`src/rtl/switchbox_config_loader.sv`:
```
`default_nettype none
// ============================================================================
// Module   : switchbox_config_loader
// Brief    : Assembles a switch box configuration frame word-by-word into a
//            shadow register and commits it atomically to config_out.
//            Optional macro CONFIG_PARITY_EN adds a trailing parity word check.
// Revision : 1.0 - initial release
// ============================================================================
module switchbox_config_loader #(
  parameter int CONFIG_WIDTH = 160,
  parameter int DATA_WIDTH   = 8
) (
  input  logic                    clock,
  input  logic                    nreset,
  input  logic                    start,
  input  logic [DATA_WIDTH-1:0]   data_in,
  input  logic                    data_valid,
  output logic                    data_ready,
  output logic [CONFIG_WIDTH-1:0] config_out,
  output logic                    config_valid,
  output logic                    busy,
  output logic                    error
);

  localparam int WORDS = (CONFIG_WIDTH + DATA_WIDTH - 1) / DATA_WIDTH;
`ifdef CONFIG_PARITY_EN
  localparam int FRAME_WORDS = WORDS + 1;
`else
  localparam int FRAME_WORDS = WORDS;
`endif
  localparam int CNT_W = $clog2(FRAME_WORDS + 1);
  localparam logic [CNT_W-1:0] c_last_idx = CNT_W'(FRAME_WORDS - 1);

  localparam logic [1:0] S_IDLE   = 2'd0;
  localparam logic [1:0] S_LOAD   = 2'd1;
  localparam logic [1:0] S_CHECK  = 2'd2;
  localparam logic [1:0] S_COMMIT = 2'd3;

  logic [1:0]                  r_state;
  logic [1:0]                  w_next;
  logic [CNT_W-1:0]            r_count;
  logic [DATA_WIDTH-1:0]       r_shadow [WORDS];
  logic [WORDS*DATA_WIDTH-1:0] w_shadow_flat;
  logic [CONFIG_WIDTH-1:0]     r_config;
  logic                        r_config_valid;
  logic                        w_xfer;
  logic                        w_commit;
  logic                        w_check_ok;
  logic                        w_ready;
  logic                        w_busy;

  // A start in any state wins: the word presented alongside it is dropped.
  assign w_xfer   = w_ready && data_valid && !start;
  assign w_commit = (r_state == S_COMMIT) && !start;

  always_ff @(posedge clock or negedge nreset) begin
    if (!nreset) r_state <= S_IDLE;
    else         r_state <= w_next;
  end

  always_comb begin
    w_next = r_state;
    if (start) begin
      w_next = S_LOAD;
    end else begin
      case (r_state)
        S_IDLE:   w_next = S_IDLE;
        S_LOAD:   if (w_xfer && (r_count == c_last_idx)) w_next = S_CHECK;
        S_CHECK:  w_next = w_check_ok ? S_COMMIT : S_IDLE;
        S_COMMIT: w_next = S_IDLE;
        default:  w_next = S_IDLE;
      endcase
    end
  end

  always_comb begin
    w_ready = (r_state == S_LOAD);
    w_busy  = (r_state != S_IDLE);
  end

  always_ff @(posedge clock or negedge nreset) begin
    if (!nreset)     r_count <= '0;
    else if (start)  r_count <= '0;
    else if (w_xfer) r_count <= r_count + 1'b1;
  end

  // Parity word lands at index WORDS, which no shadow slot matches.
  for (genvar k = 0; k < WORDS; k++) begin : g_word
    always_ff @(posedge clock or negedge nreset) begin
      if (!nreset)
        r_shadow[k] <= '0;
      else if (w_xfer && (r_count == CNT_W'(k)))
        r_shadow[k] <= data_in;
    end
    assign w_shadow_flat[k*DATA_WIDTH +: DATA_WIDTH] = r_shadow[k];
  end

  always_ff @(posedge clock or negedge nreset) begin
    if (!nreset) begin
      r_config       <= '0;
      r_config_valid <= 1'b0;
    end else begin
      r_config_valid <= w_commit;
      if (w_commit) r_config <= w_shadow_flat[CONFIG_WIDTH-1:0];
    end
  end

`ifdef CONFIG_PARITY_EN
  localparam int TAIL_BITS = CONFIG_WIDTH - (WORDS - 1) * DATA_WIDTH;
  localparam logic [DATA_WIDTH-1:0] c_tail_mask = {DATA_WIDTH{1'b1}} >> (DATA_WIDTH - TAIL_BITS);

  logic [DATA_WIDTH-1:0] r_parity;
  logic [DATA_WIDTH-1:0] w_word_masked;
  logic                  r_error;

  // Folding the parity word into the running XOR leaves zero on a good frame.
  assign w_word_masked = (r_count == CNT_W'(WORDS - 1)) ? (data_in & c_tail_mask) : data_in;
  assign w_check_ok    = (r_parity == '0);

  always_ff @(posedge clock or negedge nreset) begin
    if (!nreset)     r_parity <= '0;
    else if (start)  r_parity <= '0;
    else if (w_xfer) r_parity <= r_parity ^ w_word_masked;
  end

  always_ff @(posedge clock or negedge nreset) begin
    if (!nreset)                                   r_error <= 1'b0;
    else if (start)                                r_error <= 1'b0;
    else if ((r_state == S_CHECK) && !w_check_ok)  r_error <= 1'b1;
  end

  assign error = r_error;
`else
  assign w_check_ok = 1'b1;
  assign error      = 1'b0;
`endif

  assign data_ready   = w_ready;
  assign busy         = w_busy;
  assign config_out   = r_config;
  assign config_valid = r_config_valid;

endmodule
`default_nettype wire

```
`config.mk`:
```
export PLATFORM = sky130hd
export DESIGN_NAME = switchbox_config_loader
export DESIGN_NICKNAME = d
export VERILOG_FILES = /design/src/rtl/switchbox_config_loader.sv
export SDC_FILE = /design/constraint.sdc
export NUM_CORES = 1
export LEC_CHECK = 0
export CELL_PAD_IN_SITES_DETAIL_PLACEMENT = 0
export CELL_PAD_IN_SITES_GLOBAL_PLACEMENT = 1
export CORE_ASPECT_RATIO = 0.9
export CORE_MARGIN = 5
export CORE_UTILIZATION = 36
export DETAILED_ROUTE_END_ITERATION = 6
export PLACE_DENSITY = 0.66
export SYNTH_ARGS = -nofsm -noshare
export SYNTH_HDL_FRONTEND = slang
export SYNTH_SLANG_ARGS = --single-unit
```
`constraint.sdc`:
```
create_clock -name clock -period 2.3 [get_ports clock]
set_clock_uncertainty 0.05 [all_clocks]
set_input_delay 0.23 -clock clock [delete_from_list [all_inputs] [get_ports clock]]
set_output_delay 0.23 -clock clock [all_outputs]
set_load 0.05 [all_outputs]
```
==> metrics.md, run 1 <==
| Metric | Value |
|---|---|
| Design Area, Final | 0.01620 mm² |
| Synth Net Count | 783 |
| Core box area | roughly 0.034 mm² |
| # clock sinks | 328 |
| Finish-stage setup viols | 0 |
| CP Max Fanout | 9 |
| Num rows | between 60 and 70 |
| Critical Path, Cell by Cell | inv_1 -> ha_1 -> and4bb_2 -> buf_4 -> nand3_2 -> mux2_2 |
| CP top delay family | simple AND/OR/NAND/NOR gates |
| Worst VDD drop | 0.5115 mV |
| Nets | roughly 980 |
| Met3 Routed Length | 1443 µm |
| Post-synthesis mux area share | 28.84% |
| Main combinational cell family by area after synthesis | multiplexers |
| Worst-Margin Slew | 0.5478 ns |
| FF+latch count, synth | 328 |
| Final Worst Setup Slack | 0.2074 ns |
| Clock root cell | clkbuf_16 |
| Critical path buffers and inverters | 2 |
| Chip width | 206.9 µm |
| Critical Path End Type | register |
| Wire length on met2 | 13040 µm |
| Sequential element share of the synthesized area | 65.33% |
| Rel. slew slack | roughly 63% |
| Avg Vias per Cell | 4.743 |
| Post-synthesis xor/xnor area fraction | 0.1394% |
| Max H-tree Level | 2 |
| Number of global-route vias before repair | ~7400 |
| Post-Syn Area | 0.01256 mm² |
| Layout Utilization | 47.39% |
| Post-CTS Setup Repair Bufs | 0 |
| Post-route minimum period | 2.093 ns |
| Hold slack | between 0.1 and 0.15 ns |
| CP Class | reg2reg |
| Pre-Repair DR Iteration Count | 4 |
| Maximum clock path buffer count | 3 |
| Pre-CTS setup slack | 0.1139 ns |
| Number of port buffers | 174 |
| Worst path slowest cell | and4bb_2 |
| RSZ-0062 raised after global routing | false |
| Max-cap violations | 0 |
| Worst min-delay path class | in2async |
| Final hold viol count | 0 |
| Reg clk slew, reported paths | roughly 0.060 ns |
| Die height | around 190 µm |
| PD cells | 1000 mW/mm² |
| Post-Route WL | around 29000 µm |
| Vias | 6859 |
| Worst path arrival time | 2.44 ns |
| Area Growth Syn to Fin | 28.97% |
| Worst-Skew Late Latency | 0.51 ns |
| Max Fclk | 477.9 MHz |
| Die area | 0.03874 mm² |
| Post-synthesis cell count | about 760 |
| Dpl hpwl | roughly 18000 µm |
| Uppermost layer routed | met4 |
| Post-Synth Adder-Cell Area | less than 1% |
| TritonCTS Buffers | 36 |
| Fill cell count | 3054 |
| Status | finished clean |
| Final period util | 90.98% |
| Post-synth top area cell | dfrtp_1 |
| Initial antenna violation count | 1 |
| Post-synthesis compound-gate area fraction | 0.2988% |
| Leak | 7.837 nW |
| Share of cells above drive strength 1 | a little over two fifths |
| Synth top area cells | dfrtp_1 (65%), mux2_2 (29%), ha_1 (0.90%) |
| Routed WL per cell | 19.82 µm |
| DR iter-0 viols | 246 |
| Final antenna-violating net count | 0 |
| Post-synth top area share | about 65% |
| CP max stage delay | 0.42 ns |
| Post-synthesis simple-gate area fraction | 2.490% |
| Avg Cell Area, Syn | 16.49 µm² |
| Largest net degree at the start of global routing | 85 |
| Library cells used by synthesis | 28 |
| Routability cong. | a little under 0.7 |
| CTS tree | done |
| Setup TNS | 0 ns |
| Routed met1 length | 13720 µm |
| GRT overflow | 0 |
| Drt drc | 0 |
| Worst EP required | 2.65 ns |
| Final Max Tran Viols | 0 |
| Placed Instance Area | 0.01508 mm² |
| Initial Util | 36.74% |
| I/O pin count | 176 |
| CP Launch Type | register |
| Tot GR Track Use | approximately 15% |
| Synth Warn # | 0 |
| Global-route wire length before repair | 45280 µm |
-- metrics by stage --
| stage | total power, mW | cells |
|---|---|---|
| after floorplan | 9.479 | 762 |
| after global placement | 10.90 | 1386 |
| after detailed placement | 10.94 | 1386 |
| after CTS | 16.50 | 1445 |
| after global routing | 16.98 | 1445 |
| final | 16.20 | 1446 |
-- placed cells by master, fill, tap and decap left out, types with 3 or more instances in the layout --
cell             Yosys  routed
a21oi_1              3       3
inv_1                7       7
clkdlybuf4s50_1      0     171
clkbuf_1            29      10
ha_1                 9       9
and3_1               3       3
dfrtp_1            328     328
buf_12               0      11
nor2_1               4       4
buf_4                2      26
mux2_2             320     320
nand3_1              3       3
nand4_2              7       7
nand3_2             10      10
clkbuf_8             0       7
nand2_1              3       3
clkbuf_16            0      37
-- power breakdown --
group	total, mW	switching, mW	internal [mW]
Combinational	3.87	2.30	1.56
Sequential	6.90	0.397	6.50
Clock	5.44	2.16	3.28
Total	16.2	4.86	11.3
-- routing by layer --
metal / vias up / GRT usage (%)
li1: 3097 / -
met1: 3596 / 22.01
met2: 131 / 23.01
met3: 35 / 3.190
met4: 0 / 3.559
met5: - / 0
-- area by class of cell --
class / instances / area [µm²] / share of cell area [%]
sequential: 328 / 8208 / 50.66
timing repair buffer: 211 / 2161 / 13.34
clock buffer: 54 / 1060 / 6.541
inverter: 7 / 26.28 / 0.1622
multi-input combinational: 379 / 4115 / 25.40
clock inverter: 4 / 52.55 / 0.3243
tap: 462 / 578.1 / 3.568
antenna: 1 / 2.502 / 0.01544
-- what timing repair did --
item	CTS	global route
endpoints found under the hold margin	328	0
hold buffers	1	0
endpoints found under the setup margin	1	0
gates resized for setup	1	0
-- cells by family after synthesis --
logic type	count (synthesis)
compound gates	6
xor+xnor	2
mux	322
simple gates	39
fa+ha+maj	9
flops	328
buf+inv	55
other cells	1
-- worst reg2reg max path, delay by kind of cell, from the launching register on --
family	cells	cell delay [ns]
mux	1	0.36
flops	1	0.41
fa+ha+maj	1	0.21
simple gates	2	0.66
buf+inv	2	0.29
-- flip-flops by register name, summed over array words and instances, names as in the netlist --
| signal | count |
|---|---|
| config_out | 160 |
| r_shadow | 160 |
| r_count | 5 |
| r_state | 2 |
| config_valid | 1 |
-- path summary, 6_finish.rpt --
kind	start	endpoint	slack, ns	depth (start not counted)
worst max register to register	r_state[1]$_DFFE_PN0P_	r_shadow[159]$_DFFE_PN0P_	0.21	6
min in group clock	start	r_count[1]$_DFFE_PN0P_	0.39	3
max in group asynchronous	nreset	r_shadow[33]$_DFFE_PN0P_	1.36	3
worst min register to register	r_shadow[87]$_DFFE_PN0P_	config_out[79]$_DFFE_PN0P_	0.44	1
worst min-delay path	nreset	config_out[1]$_DFFE_PN0P_	0.11	2
worst max-delay path	r_state[1]$_DFFE_PN0P_	r_shadow[159]$_DFFE_PN0P_	0.21	6
-- Yosys cell counts (all sizes together) --
cell	instances
a21oi	3
a311oi	1
a41oi	1
and3	3
and3b	1
and4bb	1
buf	19
clkbuf	29
conb	1
dfrtp	328
ha	9
inv	7
mux2	320
mux2i	2
nand2	3
nand2b	2
nand3	13
nand4	7
nor2	5
nor2b	3
o21ai	1
or3	1
xnor2	1
xor2	1
Power figures use the tool's default switching activity.
==> run 2: changes to the inputs <==
--- a/config.mk
+++ b/config.mk
@@ -10,6 +10,7 @@
 export CORE_ASPECT_RATIO = 0.9
 export CORE_MARGIN = 5
 export CORE_UTILIZATION = 36
+export CTS_CLUSTER_DIAMETER = 50
 export DETAILED_ROUTE_END_ITERATION = 6
 export PLACE_DENSITY = 0.66
 export SYNTH_ARGS = -nofsm -noshare
==> run 2 against run 1 <==
Effect of this change: final area is 1.2% higher; largest cell class unchanged; final cell count is 0.69% higher; power rose by 4.0%; first-iteration DRC count shrank 3.3%; core utilization grew 0.55 points; sequential share of layout area decreased by 0.58 points; critical path depth stayed put; clock-buffer cell count down 4; combinational power barely moved; worst hold slack got worse by 0.013 ns; global-route usage rose by 0.11 points; clock power grew 12%.
==> metrics.md, run 2 (same netlist as run 1, synthesis figures left out) <==
| Metric | Value |
|---|---|
| Worst-Margin Slew | 0.5503 ns (was 0.5478 ns) |
| Largest net degree at the start of global routing | 85 (unchanged) |
| Worst path arrival time | 2.46 ns (was 2.44 ns) |
| Final antenna-violating net count | 0 (unchanged) |
| CP Launch Type | register (unchanged) |
| Commonest non-fill, non-tap cell in the layout | dfrtp_1 (unchanged) |
| Max H-tree Level | 2 (unchanged) |
| Area Growth Syn to Fin | 30.46% (was 28.97%) |
| Max-cap violations | 0 (unchanged) |
| Chip width | 206.9 µm (unchanged) |
| TritonCTS Buffers | 39 (was 36) |
| Share of cells above drive strength 1 | 44.71% (was 43.34%) |
| Pwr Total | 16.86 mW (was 16.20 mW) |
| Hold slack | 0.09240 ns (was 0.1058 ns) |
| Worst EP required | 2.65 ns (about the same) |
| Final hold viol count | 0 (unchanged) |
| Worst Setup EP | r_shadow[2]$_DFFE_PN0P_ (was r_shadow[159]$_DFFE_PN0P_) |
| Reg2Reg Depth | 6 (unchanged) |
| Initial Util | 36.74% (unchanged) |
| Max Fclk | 473.0 MHz (was 477.9 MHz) |
| GRT overflow | 0 (unchanged) |
| I/O pin count | 176 (unchanged) |
| Layout Utilization | 47.93% (was 47.39%) |
| Crit path launch | r_state[1]$_DFFE_PN0P_ (unchanged) |
| Nets | 987 (was 984) |
| Reg clk slew, reported paths | 0.06 ns (about the same) |
| Clock root cell | clkbuf_16 (unchanged) |
| RSZ-0062 raised after global routing | false (unchanged) |
| Status | finished clean (unchanged) |
| Core box area | 0.03419 mm² (unchanged) |
| Die height | 187.2 µm (unchanged) |
| DR iter-0 viols | 238 (was 246) |
| Die area | 0.03874 mm² (unchanged) |
| Vias | 6903 (was 6859) |
| # clock sinks | 328 (unchanged) |
| Critical Path End Type | register (unchanged) |
| Pre-Repair DR Iteration Count | 4 (unchanged) |
| Setup TNS | 0 ns (unchanged) |
| PD cells | 1028 mW/mm² (was 1000 mW/mm²) |
| Most frequent cells in the layout | dfrtp_1 (328), mux2_2 (320), clkdlybuf4s50_1 (171) (unchanged) |
| Dpl hpwl | 18060 µm (unchanged) |
| R2r setup slk | 0.19 ns (was 0.21 ns) |
| Reg2reg end | r_shadow[2]$_DFFE_PN0P_ (was r_shadow[159]$_DFFE_PN0P_) |
| Routability cong. | 0.6947 (unchanged) |
| Final Max Tran Viols | 0 (unchanged) |
| Final period util | 91.92% (was 90.98%) |
| Routed WL per cell | 19.88 µm (was 19.82 µm) |
| Rel. slew slack | 63.20% (was 63.36%) |
| Beginning of the worst register-to-register path | r_state[1]$_DFFE_PN0P_ (unchanged) |
| Leak | 7.928 nW (was 7.837 nW) |
| Tot GR Track Use | 15.13% (was 15.02%) |
| Post-route minimum period | 2.114 ns (was 2.093 ns) |
| Num rows | 64 (unchanged) |
| Global-route wire length before repair | 45630 µm (was 45280 µm) |
| Avg Vias per Cell | 4.741 (was 4.743) |
| Maximum clock path buffer count | 3 (unchanged) |
| Worst min-delay path class | in2async (unchanged) |
| Drt drc | 0 (unchanged) |
| CP Class | reg2reg (unchanged) |
| Number of global-route vias before repair | 7458 (was 7406) |
| Initial antenna violation count | 1 (unchanged) |
| CTS tree | done (unchanged) |
| Worst VDD drop | 0.5621 mV (was 0.5115 mV) |
| CP Max Fanout | 8 (was 9) |
| Post-Route WL | 28940 µm (was 28660 µm) |
| Finish-stage setup viols | 0 (unchanged) |
| Worst-Skew Late Latency | 0.52 ns (was 0.51 ns) |
| Number of port buffers | 174 (unchanged) |
run 2: worst min-delay path by stage:
stage / start / end / cells past startpoint
CTS: nreset / config_out[7]$_DFFE_PN0P_ / 2
floorplan: nreset / config_out[0]$_DFFE_PN0P_ / 0
global placement: nreset / config_out[1]$_DFFE_PN0P_ / 1
global route: nreset / config_out[0]$_DFFE_PN0P_ / 2
finish: nreset / config_out[1]$_DFFE_PN0P_ / 2
detailed placement: nreset / config_out[1]$_DFFE_PN0P_ / 1
run 2: per-stage QoR:
step	worst slack [ns]	cell area, µm²	cells
2_1_floorplan	0.002979	12560	762
3_3_place_gp	0.1453	15080	1386
3_5_place_dp	0.1139	15080	1386
4_1_cts	0.1516	16390	1455
5_1_grt	0.05474	16390	1455
6_report	0.1858	16390	1456
run 2: where the power goes:
group	leakage, nW	total [mW]	switching (mW)	internal, mW
logic	2.80	3.87	2.31	1.56
clock network	0.636	6.08	2.38	3.71
registers	4.49	6.90	0.401	6.50
total	7.93	16.9	5.08	11.8
run 2: worst max-delay path, cell delays in order, from the launching register on:
cell,delay (ns)
dfrtp_1,0.41
inv_1,0.09
ha_1,0.21
buf_4,0.16
and3b_1,0.32
nand4_2,0.36
mux2_2,0.39
run 2: layout make-up:
cell class                 count  area, µm²
inverter                       7      26.28
sequential                   328       8208
fill                        3041      17800
antenna                        1      2.502
tap                          462      578.1
clock buffer                  50       1130
multi-input combinational    379       4115
clock inverter                18      168.9
timing repair buffer         211       2161
run 2: what timing repair did:
item,4_1_cts,5_1_grt
hold buffers,1,0
endpoints found under the setup margin,1,0
endpoints found under the hold margin,328,0
gates resized for setup,1,0
buffers inserted,0,0
run 2: metal layers:
metal,GRT usage [%],part of all wire (%),wire (µm),vias to the layer above
met3,3.121,4.8,1381,36
li1,-,-,-,3107
met2,23.37,46,13240,136
met5,0,0,0,-
met4,3.915,1.7,498,0
met1,21.90,48,13820,3624
==> run 3: changes to the inputs <==
--- a/config.mk
+++ b/config.mk
@@ -5,13 +5,15 @@
 export SDC_FILE = /design/constraint.sdc
 export NUM_CORES = 1
 export LEC_CHECK = 0
+export ABC_AREA = 0
 export CELL_PAD_IN_SITES_DETAIL_PLACEMENT = 0
 export CELL_PAD_IN_SITES_GLOBAL_PLACEMENT = 1
-export CORE_ASPECT_RATIO = 0.9
+export CORE_ASPECT_RATIO = 0.5
 export CORE_MARGIN = 5
 export CORE_UTILIZATION = 36
 export CTS_CLUSTER_DIAMETER = 50
 export DETAILED_ROUTE_END_ITERATION = 6
+export GPL_ROUTABILITY_DRIVEN = 0
 export PLACE_DENSITY = 0.66
 export SYNTH_ARGS = -nofsm -noshare
 export SYNTH_HDL_FRONTEND = slang
==> run 3 against run 2 <==
Effect of this change: sequential share of layout area grew 0.73 points; register-to-register slack lost 0.02 ns; final area shrank 1.4%; critical path type unchanged; largest power group unchanged.
==> metrics.md, run 3 (same netlist as run 1, synthesis figures left out) <==
| Metric | Value |
|---|---|
| Rel. slew slack | 61.35% (was 63.20%) |
| Worst path arrival time | 2.52 ns (was 2.46 ns) |
| Met1 Resource Use GR | 19.25% (was 21.90%) |
| CP Class | reg2reg (unchanged) |
| Finish-stage setup viols | 0 (unchanged) |
| PD cells | 1014 mW/mm² (was 1028 mW/mm²) |
| Tot GR Track Use | 14.85% (was 15.13%) |
| Share of cells above drive strength 1 | 43.47% (was 44.71%) |
| Drt drc | 0 (unchanged) |
| Vias | 6811 (was 6903) |
| Chip width | 274.2 µm (was 206.9 µm) |
| Dpl hpwl | 18800 µm (was 18060 µm) |
| Routed WL per cell | 19.80 µm (was 19.88 µm) |
| # clock sinks | 328 (unchanged) |
| Cell count after placement | 1390 (was 1386) |
| Die area | 0.03896 mm² (was 0.03874 mm²) |
| Leak | 7.802 nW (was 7.928 nW) |
| Maximum clock path buffer count | 3 (unchanged) |
| Core box area | 0.03447 mm² (was 0.03419 mm²) |
| Max-cap violations | 0 (unchanged) |
| Clk pwr share | 34.7% (was 36.1%) |
| Seq pwr share | 42.2% (was 40.9%) |
| CP Max Fanout | 10 (was 8) |
| Pre-Repair DR Iteration Count | 4 (unchanged) |
| Critical Path End Type | register (unchanged) |
| Worst min-delay path class | in2async (unchanged) |
| GRT overflow | 0 (unchanged) |
| GR peak layer | met2 (unchanged) |
| Status | finished clean (unchanged) |
| Global-route wire length before repair | 45570 µm (was 45630 µm) |
| Post-Route WL | 28670 µm (was 28940 µm) |
| Reg clk slew, reported paths | 0.06 ns (about the same) |
| Nets | 970 (was 987) |
| Pre-CTS setup slack | 0.04321 ns (was 0.1139 ns) |
| Placed Instance Area | 0.01499 mm² (was 0.01508 mm²) |
| Crit path launch | r_state[1]$_DFFE_PN0P_ (unchanged) |
| Switch Pwr | 4.861 mW (was 5.084 mW) |
| Worst VDD drop | 0.4641 mV (was 0.5621 mV) |
| Final Max Tran Viols | 0 (unchanged) |
| Commonest non-fill, non-tap cell in the layout | dfrtp_1 (unchanged) |
| RSZ-0062 raised after global routing | false (unchanged) |
| Post-route minimum period | 2.138 ns (was 2.114 ns) |
| Initial antenna violation count | 0 (was 1) |
| Max Fclk | 467.8 MHz (was 473.0 MHz) |
| M2 GR Usage | 26.64% (was 23.37%) |
| Avg Vias per Cell | 4.704 (was 4.741) |
| Final antenna-violating net count | 0 (unchanged) |
| Largest net degree at the start of global routing | 78 (was 85) |
| Number of port buffers | 174 (unchanged) |
| Worst-Skew Late Latency | 0.56 ns (was 0.52 ns) |
| TritonCTS Buffers | 31 (was 39) |
| DR iter-0 viols | 196 (was 238) |
| Multi-input logic area | 0.004115 mm² (unchanged) |
| Max H-tree Level | 1 (was 2) |
| FF/Latch Area | 0.008208 mm² (unchanged) |
| Final Worst Setup Slack | 0.1622 ns (was 0.1858 ns) |
| # diodes | 0 (was 1) |
| Setup TNS | 0 ns (unchanged) |
| Power Internal | 11.51 mW (was 11.77 mW) |
| Worst-Margin Slew | 0.5779 ns (was 0.5503 ns) |
| Design Area, Final | 0.01616 mm² (was 0.01639 mm²) |
| Most frequent cells in the layout | dfrtp_1 (328), mux2_2 (320), clkdlybuf4s50_1 (171) (unchanged) |
| Die height | 142.1 µm (was 187.2 µm) |
| Fill cell count | 3015 (was 3041) |
| Final hold viol count | 0 (unchanged) |
| Clock root cell | clkbuf_16 (unchanged) |
| Initial Util | 36.44% (was 36.74%) |
| Number of global-route vias before repair | 7462 (was 7458) |
| Area Growth Syn to Fin | 28.59% (was 30.46%) |
| CP Launch Type | register (unchanged) |
| Final period util | 92.95% (was 91.92%) |
| Net Sw Frac | 29.68% (was 30.16%) |
| Num rows | 48 (was 64) |
| Comb pwr share | 23.1% (was 23.0%) |
| Beginning of the worst register-to-register path | r_state[1]$_DFFE_PN0P_ (unchanged) |
| CTS tree | done (unchanged) |
| Fin cells | 1448 (was 1456) |
| Layout Utilization | 46.86% (was 47.93%) |
| Worst EP required | 2.68 ns (was 2.65 ns) |
| I/O pin count | 176 (unchanged) |
| M3 GR Usage | 2.628% (was 3.121%) |
==> run 3: cell types whose count changed in the layout (fill, tap and decap cells not counted) <==
cell        change
clkbuf_1        +1
clkinv_4        -2
inv_6           -2
clkinv_2        -2
clkbuf_8        +1
clkinvlp_4      -2
buf_12          -3
diode_2         -1
clkbuf_16      -10
bufinv_16       +5
buf_4           -6
==> run 3: final timing paths <==
path	end	slack, ns	cells past startpoint
max	r_shadow[120]$_DFFE_PN0P_	0.16	6
min	config_out[127]$_DFFE_PN0P_	0.08	2
max reg2reg	r_shadow[120]$_DFFE_PN0P_	0.16	6
min reg2reg	config_out[130]$_DFFE_PN0P_	0.45	1
max in group asynchronous	config_out[1]$_DFFE_PN0P_	1.42	3
min in group clock	r_count[4]$_DFFE_PN0P_	0.39	3
==> run 3: critical path: stages (launching register included) <==
cell	delay [ns]
dfrtp_1	0.42
inv_1	0.09
ha_1	0.16
and4bb_2	0.48
buf_4	0.25
nand3_2	0.21
mux2_2	0.35
==> run 3: what timing repair did <==
item / in CTS / in global routing
buffers inserted: 0 / 0
setup endpoints to repair: 1 / 0
endpoints found under the hold margin: 328 / 0
resized for setup: 1 / 0
hold buffers: 1 / 0
==> run 3: through the flow <==
step / hold slack, ns / power, mW
2_1_floorplan: -0.1156 / 9.479
3_3_place_gp: 0.06912 / 10.82
3_5_place_dp: 0.06978 / 10.89
4_1_cts: 0.05952 / 16.63
5_1_grt: 0.08491 / 17.11
6_report: 0.07793 / 16.38
==> run 3: metal layers <==
| metal | wire length [µm] | share of wire [%] |
|---|---|---|
| met1 | 12470 | 44 |
| met2 | 14930 | 52 |
| met3 | 765 | 2.7 |
| met4 | 497 | 1.7 |
| met5 | 0 | 0 |
==> run 3: power groups by stage <==
stage               Sequential (mW)  Combinational, mW  Clock (mW)
floorplan                      8.03               1.45           0
global placement               7.02               3.79           0
detailed placement             7.04               3.85           0
CTS                            6.94               3.85        5.85
global route                   7.00               4.01        6.10
finish                         6.91               3.78        5.69
==> run 3: layout make-up <==
type,count,area share [%]
Clock inverter,15,1.603
Sequential cell,328,50.81
Timing Repair Buffer,202,12.72
Tap cell,475,3.679
Clock buffer,42,5.553
Multi-Input combinational cell,379,25.47
Inverter,7,0.1626
